===== config.mk =====
export PLATFORM = sky130hd
export DESIGN_NAME = operand_gate_pipe_flat
export DESIGN_NICKNAME = d
export VERILOG_FILES = /design/src/rtl/operand_gate_pipe_if.sv /design/src/rtl/operand_gate_pipe.sv /design/src/flat_wrapper.sv
export SDC_FILE = /design/constraint.sdc
export NUM_CORES = 1
export LEC_CHECK = 0
export CORE_ASPECT_RATIO = 0.75
export CORE_MARGIN = 1.5
export CORE_UTILIZATION = 43
export DETAILED_ROUTE_END_ITERATION = 6
export GPL_ROUTABILITY_DRIVEN = 0
export GPL_TIMING_DRIVEN = 0
export PLACE_DENSITY = 0.85
export SLEW_MARGIN = 20
export SYNTH_ARGS = -nofsm -noshare
export SYNTH_HDL_FRONTEND = slang
export SYNTH_SLANG_ARGS = --single-unit
export TNS_END_PERCENT = 1

===== constraint.sdc =====
create_clock -name clk -period 2.7 [get_ports clk]
set_clock_uncertainty 0.1 [all_clocks]
set_input_delay 0.675 -clock clk [delete_from_list [all_inputs] [get_ports clk]]
set_output_delay 0.675 -clock clk [all_outputs]
set_load 0.005 [all_outputs]

===== src/rtl/operand_gate_pipe_if.sv =====
// Operand pipe bus: upstream operand word with lane enables and stall/flush controls,
// downstream last-stage word and occupancy flag.
interface operand_gate_pipe_if #(
  parameter int WIDTH = 16,
  parameter int LANES = 2
);
  logic                     in_valid;
  logic [LANES*WIDTH-1:0]   in_data;
  logic [LANES-1:0]         in_lane_en;
  logic                     stall;
  logic                     flush;
  logic                     out_valid;
  logic [LANES*WIDTH-1:0]   out_data;
  logic                     busy;

  modport master (
    output in_valid, in_data, in_lane_en, stall, flush,
    input  out_valid, out_data, busy
  );

  modport slave (
    input  in_valid, in_data, in_lane_en, stall, flush,
    output out_valid, out_data, busy
  );
endinterface


===== src/rtl/operand_gate_pipe.sv =====
// Lane-gated DEPTH-stage operand pipe: latency DEPTH edges, stall holds every stage (upstream holds its word).
// Flush/reset clear all stages; OPGATE_SQUASH_CNT_EN adds a saturating 16-bit squashed-word counter.
module operand_gate_pipe #(
  parameter int WIDTH = 16,
  parameter int LANES = 2,
  parameter int DEPTH = 2
) (
  input  logic                clk,
  input  logic                reset,
  operand_gate_pipe_if.slave  bus
`ifdef OPGATE_SQUASH_CNT_EN
  ,
  output logic [15:0]         squash_count
`endif
);
  localparam int W = LANES * WIDTH;

  logic [DEPTH-1:0] v;
  logic [W-1:0]     d [DEPTH];
  logic [W-1:0]     gated;

  always_comb begin
    gated = '0;
    for (int i = 0; i < LANES; i++) begin
      gated[i*WIDTH +: WIDTH] = bus.in_data[i*WIDTH +: WIDTH] & {WIDTH{bus.in_lane_en[i]}};
    end
  end

  // Bubbles are written with zero data so v[s] == 0 always implies d[s] == 0.
  always_ff @(posedge clk) begin
    if (reset || bus.flush) begin
      v <= '0;
      for (int s = 0; s < DEPTH; s++) begin
        d[s] <= '0;
      end
    end else if (!bus.stall) begin
      v[0] <= bus.in_valid;
      d[0] <= bus.in_valid ? gated : '0;
      for (int s = 1; s < DEPTH; s++) begin
        v[s] <= v[s-1];
        d[s] <= d[s-1];
      end
    end
  end

  assign bus.out_valid = v[DEPTH-1];
  assign bus.out_data  = d[DEPTH-1];
  assign bus.busy      = |v;

`ifdef OPGATE_SQUASH_CNT_EN
  logic [16:0] squash_add;
  logic [16:0] squash_sum;

  always_comb begin
    squash_add = 17'(bus.in_valid);
    for (int s = 0; s < DEPTH; s++) begin
      squash_add = squash_add + 17'(v[s]);
    end
    squash_sum = {1'b0, squash_count} + squash_add;
  end

  always_ff @(posedge clk) begin
    if (reset) begin
      squash_count <= '0;
    end else if (bus.flush) begin
      squash_count <= squash_sum[16] ? 16'hFFFF : squash_sum[15:0];
    end
  end
`endif
endmodule


===== src/flat_wrapper.sv =====
// flat-port wrapper written by rule: the top's interface ports become plain ports
module operand_gate_pipe_flat 
#(
  parameter int WIDTH = 16,
  parameter int LANES = 2,
  parameter int DEPTH = 2
)
  (clk, reset, bus_in_valid, bus_in_data, bus_in_lane_en, bus_stall, bus_flush, bus_out_valid, bus_out_data, bus_busy);
  operand_gate_pipe_if #(.WIDTH(WIDTH), .LANES(LANES)) bus_i ();
  input  logic clk;
  input  logic reset;
  input wire logic [$bits(bus_i.in_valid)-1:0] bus_in_valid;
  input wire logic [$bits(bus_i.in_data)-1:0] bus_in_data;
  input wire logic [$bits(bus_i.in_lane_en)-1:0] bus_in_lane_en;
  input wire logic [$bits(bus_i.stall)-1:0] bus_stall;
  input wire logic [$bits(bus_i.flush)-1:0] bus_flush;
  output wire logic [$bits(bus_i.out_valid)-1:0] bus_out_valid;
  output wire logic [$bits(bus_i.out_data)-1:0] bus_out_data;
  output wire logic [$bits(bus_i.busy)-1:0] bus_busy;
  assign bus_i.in_valid = bus_in_valid;
  assign bus_i.in_data = bus_in_data;
  assign bus_i.in_lane_en = bus_in_lane_en;
  assign bus_i.stall = bus_stall;
  assign bus_i.flush = bus_flush;
  assign bus_out_valid = bus_i.out_valid;
  assign bus_out_data = bus_i.out_data;
  assign bus_busy = bus_i.busy;
  operand_gate_pipe #(.WIDTH(WIDTH), .LANES(LANES), .DEPTH(DEPTH)) u_core (.clk(clk), .reset(reset), .bus(bus_i));
endmodule

==> summary.md <==
| Metric | Value |
|---|---|
| Status | `complete, no violations` |
| Vias per cell | `4.34` |
| Slew @ Worst Pin | `just under 0.8 ns` |
| Max Fclk | `~410 MHz` |
| CTS resizes | `0` |
| Synth warn | `0` |
| Vias | `~1500` |
| Setup WS post-layout | `about 0.24 ns` |
| Share of power burned in registers | `0.565` |
| Initial core utilization | `0.442` |
| Antenna-violating nets left | `0` |
| FF+latch count, synth | `66` |
| Final nets | `between 300 and 400` |
| P per Cell Area | `553 nW/µm²` |
| Max rail drop VDD | `approximately 340 µV` |
| Final worst-path cycle share | `0.911` |
| GR Util All Layers | `0.132` |
| Num CTS Buffers | `9` |
| Netlist Area Pre-Place | `between 2000 and 3000 µm²` |
| Max Slew Vio Count | `0` |
| Worst setup EP type | `flop` |
| Slew headroom | `0.471` |
| FF-to-FF path depth | `1` |
| Post-synth cell types | `13` |
| Tmin final | `~2.5 ns` |
| IO Port Bufs | `between 70 and 80` |
| Lkg Pwr | `between 1.5 and 2 nW` |
| TritonCTS clock tree | `built` |
| CTS root buffer | `clkbuf_8` |
| DP Wirelength | `2980 µm` |
| Wirelength per Cell | `around 12 µm` |
| Share of layout cells above drive strength 1 | `0.307` |
| Area of the core | `~6200 µm²` |
| ANT cells | `0` |
| Total die area | `~6900 µm²` |
| Remaining DRCs | `0` |
| Clk pin slew, worst setup/hold paths | `0.06 ns` |
| CP Data Required Time | `about 2.8 ns` |
| Int Pwr | `0.00169 W` |
| DRT Pass-1 Iters | `4` |
| Fillers | `~500` |
| Starting DRT DRC Count | `32` |
| Pin count of the biggest net entering global routing | `65` |
| Setup-failing EPs final | `0` |
| Clock tree buffer depth | `2` |
| Synth Area per Inst | `15.4 µm²` |
| Psw | `0.000385 W` |
| Number of global-route vias before repair | `around 1400` |
| Slowest cell on the critical path | `nor3_1` |
| Cell Rows | `25` |
| Gate power share | `0.083` |
| Switching fraction of total power | `0.185` |
| Max stage delay on crit path | `~0.69 ns` |
| Hold Vio Cnt, Final | `0` |
| First-pass GRT wire length | `about 6400 µm` |
| Worst hold stages | `1` |
| Maxcap violations | `0` |
| Dpl cell area | `~3600 µm²` |
| Clk_lat worst skew | `roughly 0.32 ns` |
| Largest fanout on the critical path | `10` |
| Hold buffer count at cts | `0` |
| WP data arrival | `roughly 2.6 ns` |
| Placement Setup Slack | `-0.0985 ns` |
| Crit path cell chain | `clkdlybuf4s50_1 > nor3_1 > clkbuf_1 > and2_2` |
| Leading cell types in the layout, fill and taps excluded | `clkdlybuf4s50_1, edfxtp_1, and2_2, and3_1, buf_4` |
| Synth Instances | `179` |
| Number of antenna violations at the first check in global routing | `0` |
| H-tree level count | `3` |
| Area Overhead vs Synth | `36.7%` |
| Die Y | `just over 70 µm` |
| Global route overflow | `0` |
| CTS sink cnt | `66` |
| Die Width | `95.3 µm` |
| Most common cell after layout, fill and taps aside | `clkdlybuf4s50_1` |
| Worst setup SP type | `input port` |
| Worst min path class | `reg -> reg` |
| Clk pwr share | `0.352` |
| # IOs | `73` |
| Syn Nets | `approximately 220` |
| Worst Path Class, Setup | `in -> reg` |
| Final Instance Area | `approximately 3800 µm²` |
| RSZ-0062 raised after global routing | `false` |
| Setup repair bufs after CTS | `0` |
| Routed WL | `4170 µm` |
| Register area share after synthesis | `0.714` |
-- registers in the layout, indices dropped and copies added, names as in the netlist --
| signal | flops |
|---|---|
| u_core.d | 64 |
| u_core.v | 2 |
-- area by class of cell --
class	instances	area, µm²	share of cell area
timing repair buffer	72	721	0.192
clock buffer	16	180	0.0479
sequential	66	1960	0.522
tap	81	101	0.0270
multi-input combinational	73	520	0.138
buffer	40	274	0.0729
-- critical path: cells and delay by family --
| family | cells | cell delay [ns] |
|---|---|---|
| simple gates | 2 | 0.90 |
| buf+inv | 2 | 0.96 |
-- through the flow --
stage	power [W]	setup TNS (ns)	util	hold slack [ns]	cells
3_3_place_gp	0.00137	-60.22	0.574	0.412	332
3_5_place_dp	0.00137	-1.88	0.575	0.415	332
6_report	0.00208	0	0.604	0.429	348
4_1_cts	0.00209	0	0.604	0.426	348
5_1_grt	0.00215	0	0.604	0.441	348
2_1_floorplan	0.00126	0	-	0.401	179
-- power by group through the flow --
stage	combinational, W	clock (W)	sequential (W)
floorplan	0.0000621	0	0.00119
global placement	0.000171	0	0.00120
detailed placement	0.000176	0	0.00120
CTS	0.000176	0.000741	0.00117
global route	0.000186	0.000786	0.00118
finish	0.000173	0.000731	0.00117
-- routing by layer --
layer	track usage	share of wire	vias to the layer above
li1	-	-	771
met1	0.118	0.37	682
met2	0.250	0.56	47
met3	0.0503	0.049	10
met4	0.0779	0.024	0
met5	0	0	-
-- kinds of logic (layout without fill, tap and decap cells) --
family,after synthesis,in the layout,synth area share
AND/OR/NAND/NOR,71,71,0.179
buffers and inverters,40,128,0.0997
flip-flops,66,66,0.714
multiplexers,2,2,0.00728
-- cell usage after synthesis, drive strengths merged --
cell    number  area share
buf         32       0.087
dfxtp        2       0.015
nor2         1      0.0014
nor4b        1      0.0086
and2        32       0.087
edfxtp      64        0.70
nor3         3      0.0055
nand2        1      0.0014
or2          1      0.0023
clkbuf       8       0.012
and3        32       0.073
mux2i        2      0.0073
-- path summary, 6_finish.rpt --
| kind | start | endpoint | slack (ns) |
|---|---|---|---|
| worst max-delay path | bus_stall | u_core.d[0][48] | 0.24 |
| worst min-delay path | u_core.d[0][6] | u_core.d[0][38] | 0.43 |
| worst max register to register | u_core.d[0][14] | u_core.d[0][46] | 1.80 |
| worst min register to register | u_core.d[0][6] | u_core.d[0][38] | 0.43 |
No activity file was read; power rests on OpenSTA's default activity.
==> RTL edit (config.mk and constraints unchanged) <==
`DEPTH` is set to 2 in 2 places; all go to 1.
--- a/src/rtl/operand_gate_pipe.sv
+++ b/src/rtl/operand_gate_pipe.sv
@@ -5,3 +5,3 @@
   parameter int LANES = 2,
-  parameter int DEPTH = 2
+  parameter int DEPTH = 1
 ) (
--- a/src/flat_wrapper.sv
+++ b/src/flat_wrapper.sv
@@ -5,3 +5,3 @@
   parameter int LANES = 2,
-  parameter int DEPTH = 2
+  parameter int DEPTH = 1
 )
Check against the original RTL: not equivalent (Yosys sat finds a counterexample within 4 cycles, from zero or initial values).
==> RTL edit against the original RTL <==
- sequential power fell by 50%
- register-to-register slack improved by 0.11 ns
- wire length shrank 35%
- setup slack better by 0.41 ns
- total power shrank 44%
- design area fell by 43%
- combinational power shrank 23%
- synthesized area decreased by 53%
- sequential cell count shrank 33
- largest power group unchanged
==> RTL edit: results (changes against the original RTL) <==
{
  "vias_in_the_first_global_route": {"value": 872, "change": "-38%"},
  "grt_first_pass_wirelength": {"value": 4.06, "unit": "mm", "change": "-37%"},
  "cts_max_level": {"value": 2, "change": "-1"},
  "dp.final_hpwl": {"value": 1.99, "unit": "mm", "change": "-33%"},
  "slowest_delay": {"value": 0.55, "unit": "ns", "change": "-0.14 ns"},
  "slew_headroom": {"value": 52.1, "unit": "%", "change": "+5.0 points"},
  "synth_nets": {"value": 115, "change": "-47%"},
  "gr-total-overflow": {"value": 0, "change": "unchanged"},
  "power.leakage": {"value": 0.935, "unit": "nW", "change": "-43%"},
  "cts_made_buffers": {"value": 5, "change": "-4"},
  "synth-edff-count": {"value": 32, "change": "-50%"},
  "syn_area_per_cell": {"value": 16.8, "unit": "um^2", "change": "+9.6%"},
  "postCtsSetupBuffers": {"value": 0, "change": "unchanged"},
  "yosysWarningCount": {"value": 0, "change": "unchanged"},
  "power.ir.vdd_worst": {"value": 0.000404, "unit": "V", "change": "+20%"},
  "dp_cells": {"value": 184, "change": "-45%"},
  "yosys.cell_types.count": {"value": 12, "change": "-1"},
  "largest_register_ff_count": {"value": 32, "change": "-50%"},
  "cts_repair_resize_count": {"value": 0, "change": "unchanged"},
  "preCtsSetupSlack": {"value": 0.354, "unit": "ns", "change": "+0.452 ns"},
  "ys_top_cells_by_count": "32 x sky130_fd_sc_hd__edfxtp_1, 30 x sky130_fd_sc_hd__and3_1, 3 x sky130_fd_sc_hd__buf_6",
  "overall_via_count_from_detail_route": {"value": 916, "change": "-39%"},
  "cts.clk_slew.worst_paths": {"value": 0.06, "unit": "ns", "change": "about the same"},
  "final_layout_size_suffix_gt1_share": {"value": 8.97, "unit": "%", "change": "-22 points"},
  "cp_max_fanout": {"value": 32, "change": "+22"},
  "crit_family": "simple AND/OR/NAND/NOR gates",
  "detail_route.wl_per_cell": {"value": 14.2, "unit": "um", "change": "+18%"},
  "vias_per_cell": {"value": 4.77, "change": "+10%"},
  "final_net_count": {"value": 194, "change": "-36%"},
  "clock_network_latency_to_the_later_pin_of_the_worst_skew_pair": {"value": 0.28, "unit": "ns", "change": "-0.04 ns"},
  "largest_net_degree_at_the_start_of_global_routing": {"value": 33, "change": "-49%"},
  "dr.first_iter.drc_count": {"value": 46, "change": "+44%"},
  "seq_area_frac_synth": {"value": 76.7, "unit": "%", "change": "+5.3 points"},
  "synth.area.top_cells": "sky130_fd_sc_hd__edfxtp_1 75%, sky130_fd_sc_hd__and3_1 15%, sky130_fd_sc_hd__buf_6 2.6%, sky130_fd_sc_hd__nor4b_4 1.9%, sky130_fd_sc_hd__dfxtp_1 1.6%",
  "longest_clk_path_bufs": {"value": 2, "change": "unchanged"},
  "outcome": "completed",
  "dpl-instance-area": {"value": 0.00205, "unit": "mm^2", "change": "-43%"},
  "track_usage": {"value": 17.1, "unit": "%", "change": "+3.9 points"},
  "max_stage_delay_cell_worst_path": "sky130_fd_sc_hd__clkdlybuf4s50_1"
}
==> RTL edit: layout make-up <==
type	instances	area [um^2]
Buffer	6	48.8
Clock buffer	6	72.6
Clock inverter	2	33.8
Fill cell	173	569
Multi-Input combinational cell	37	251
Sequential cell	33	981
Tap cell	36	45.0
Timing Repair Buffer	72	721
==> RTL edit: logic make-up (layout without fill, tap and decap cells) <==
group	count (synthesis)	count (layout)	share of synthesized area, %
simple gates	36	36	18.7
flops	33	33	76.7
buf+inv	6	86	3.82
mux	1	1	0.783
==> RTL edit: path summary, 6_finish.rpt <==
| kind | from | slack, ns | to | depth (start not counted) |
|---|---|---|---|---|
| max | bus_flush | 0.65 | u_core.d[0][12] | 3 |
| min reg2reg | u_core.bus.busy | 0.52 | u_core.bus.busy | 2 |
| max reg2reg | u_core.bus.busy | 1.91 | u_core.bus.busy | 2 |
| min | u_core.bus.busy | 0.52 | u_core.bus.busy | 2 |
==> RTL edit: worst min-delay path, stage by stage, from the launching register on <==
cell	delay, ns
sky130_fd_sc_hd__dfxtp_1	0.33
sky130_fd_sc_hd__mux2i_1	0.17
sky130_fd_sc_hd__nor3_1	0.06
==> RTL edit: layer usage <==
layer	wire (um)	share of wire, %	GRT usage, %
met5	0	0	0
met4	29	1.1	6.12
met3	373	14	11.7
met2	1250	46	25.8
met1	1070	39	19.4
==> RTL edit: where the power goes <==
| part | internal (mW) | switching (mW) | leakage (nW) |
|---|---|---|---|
| Sequential | 0.583 | 0.00654 | 0.379 |
| Clock | 0.272 | 0.165 | 0.0528 |
| Combinational | 0.0940 | 0.0387 | 0.504 |
| Total | 0.949 | 0.210 | 0.935 |
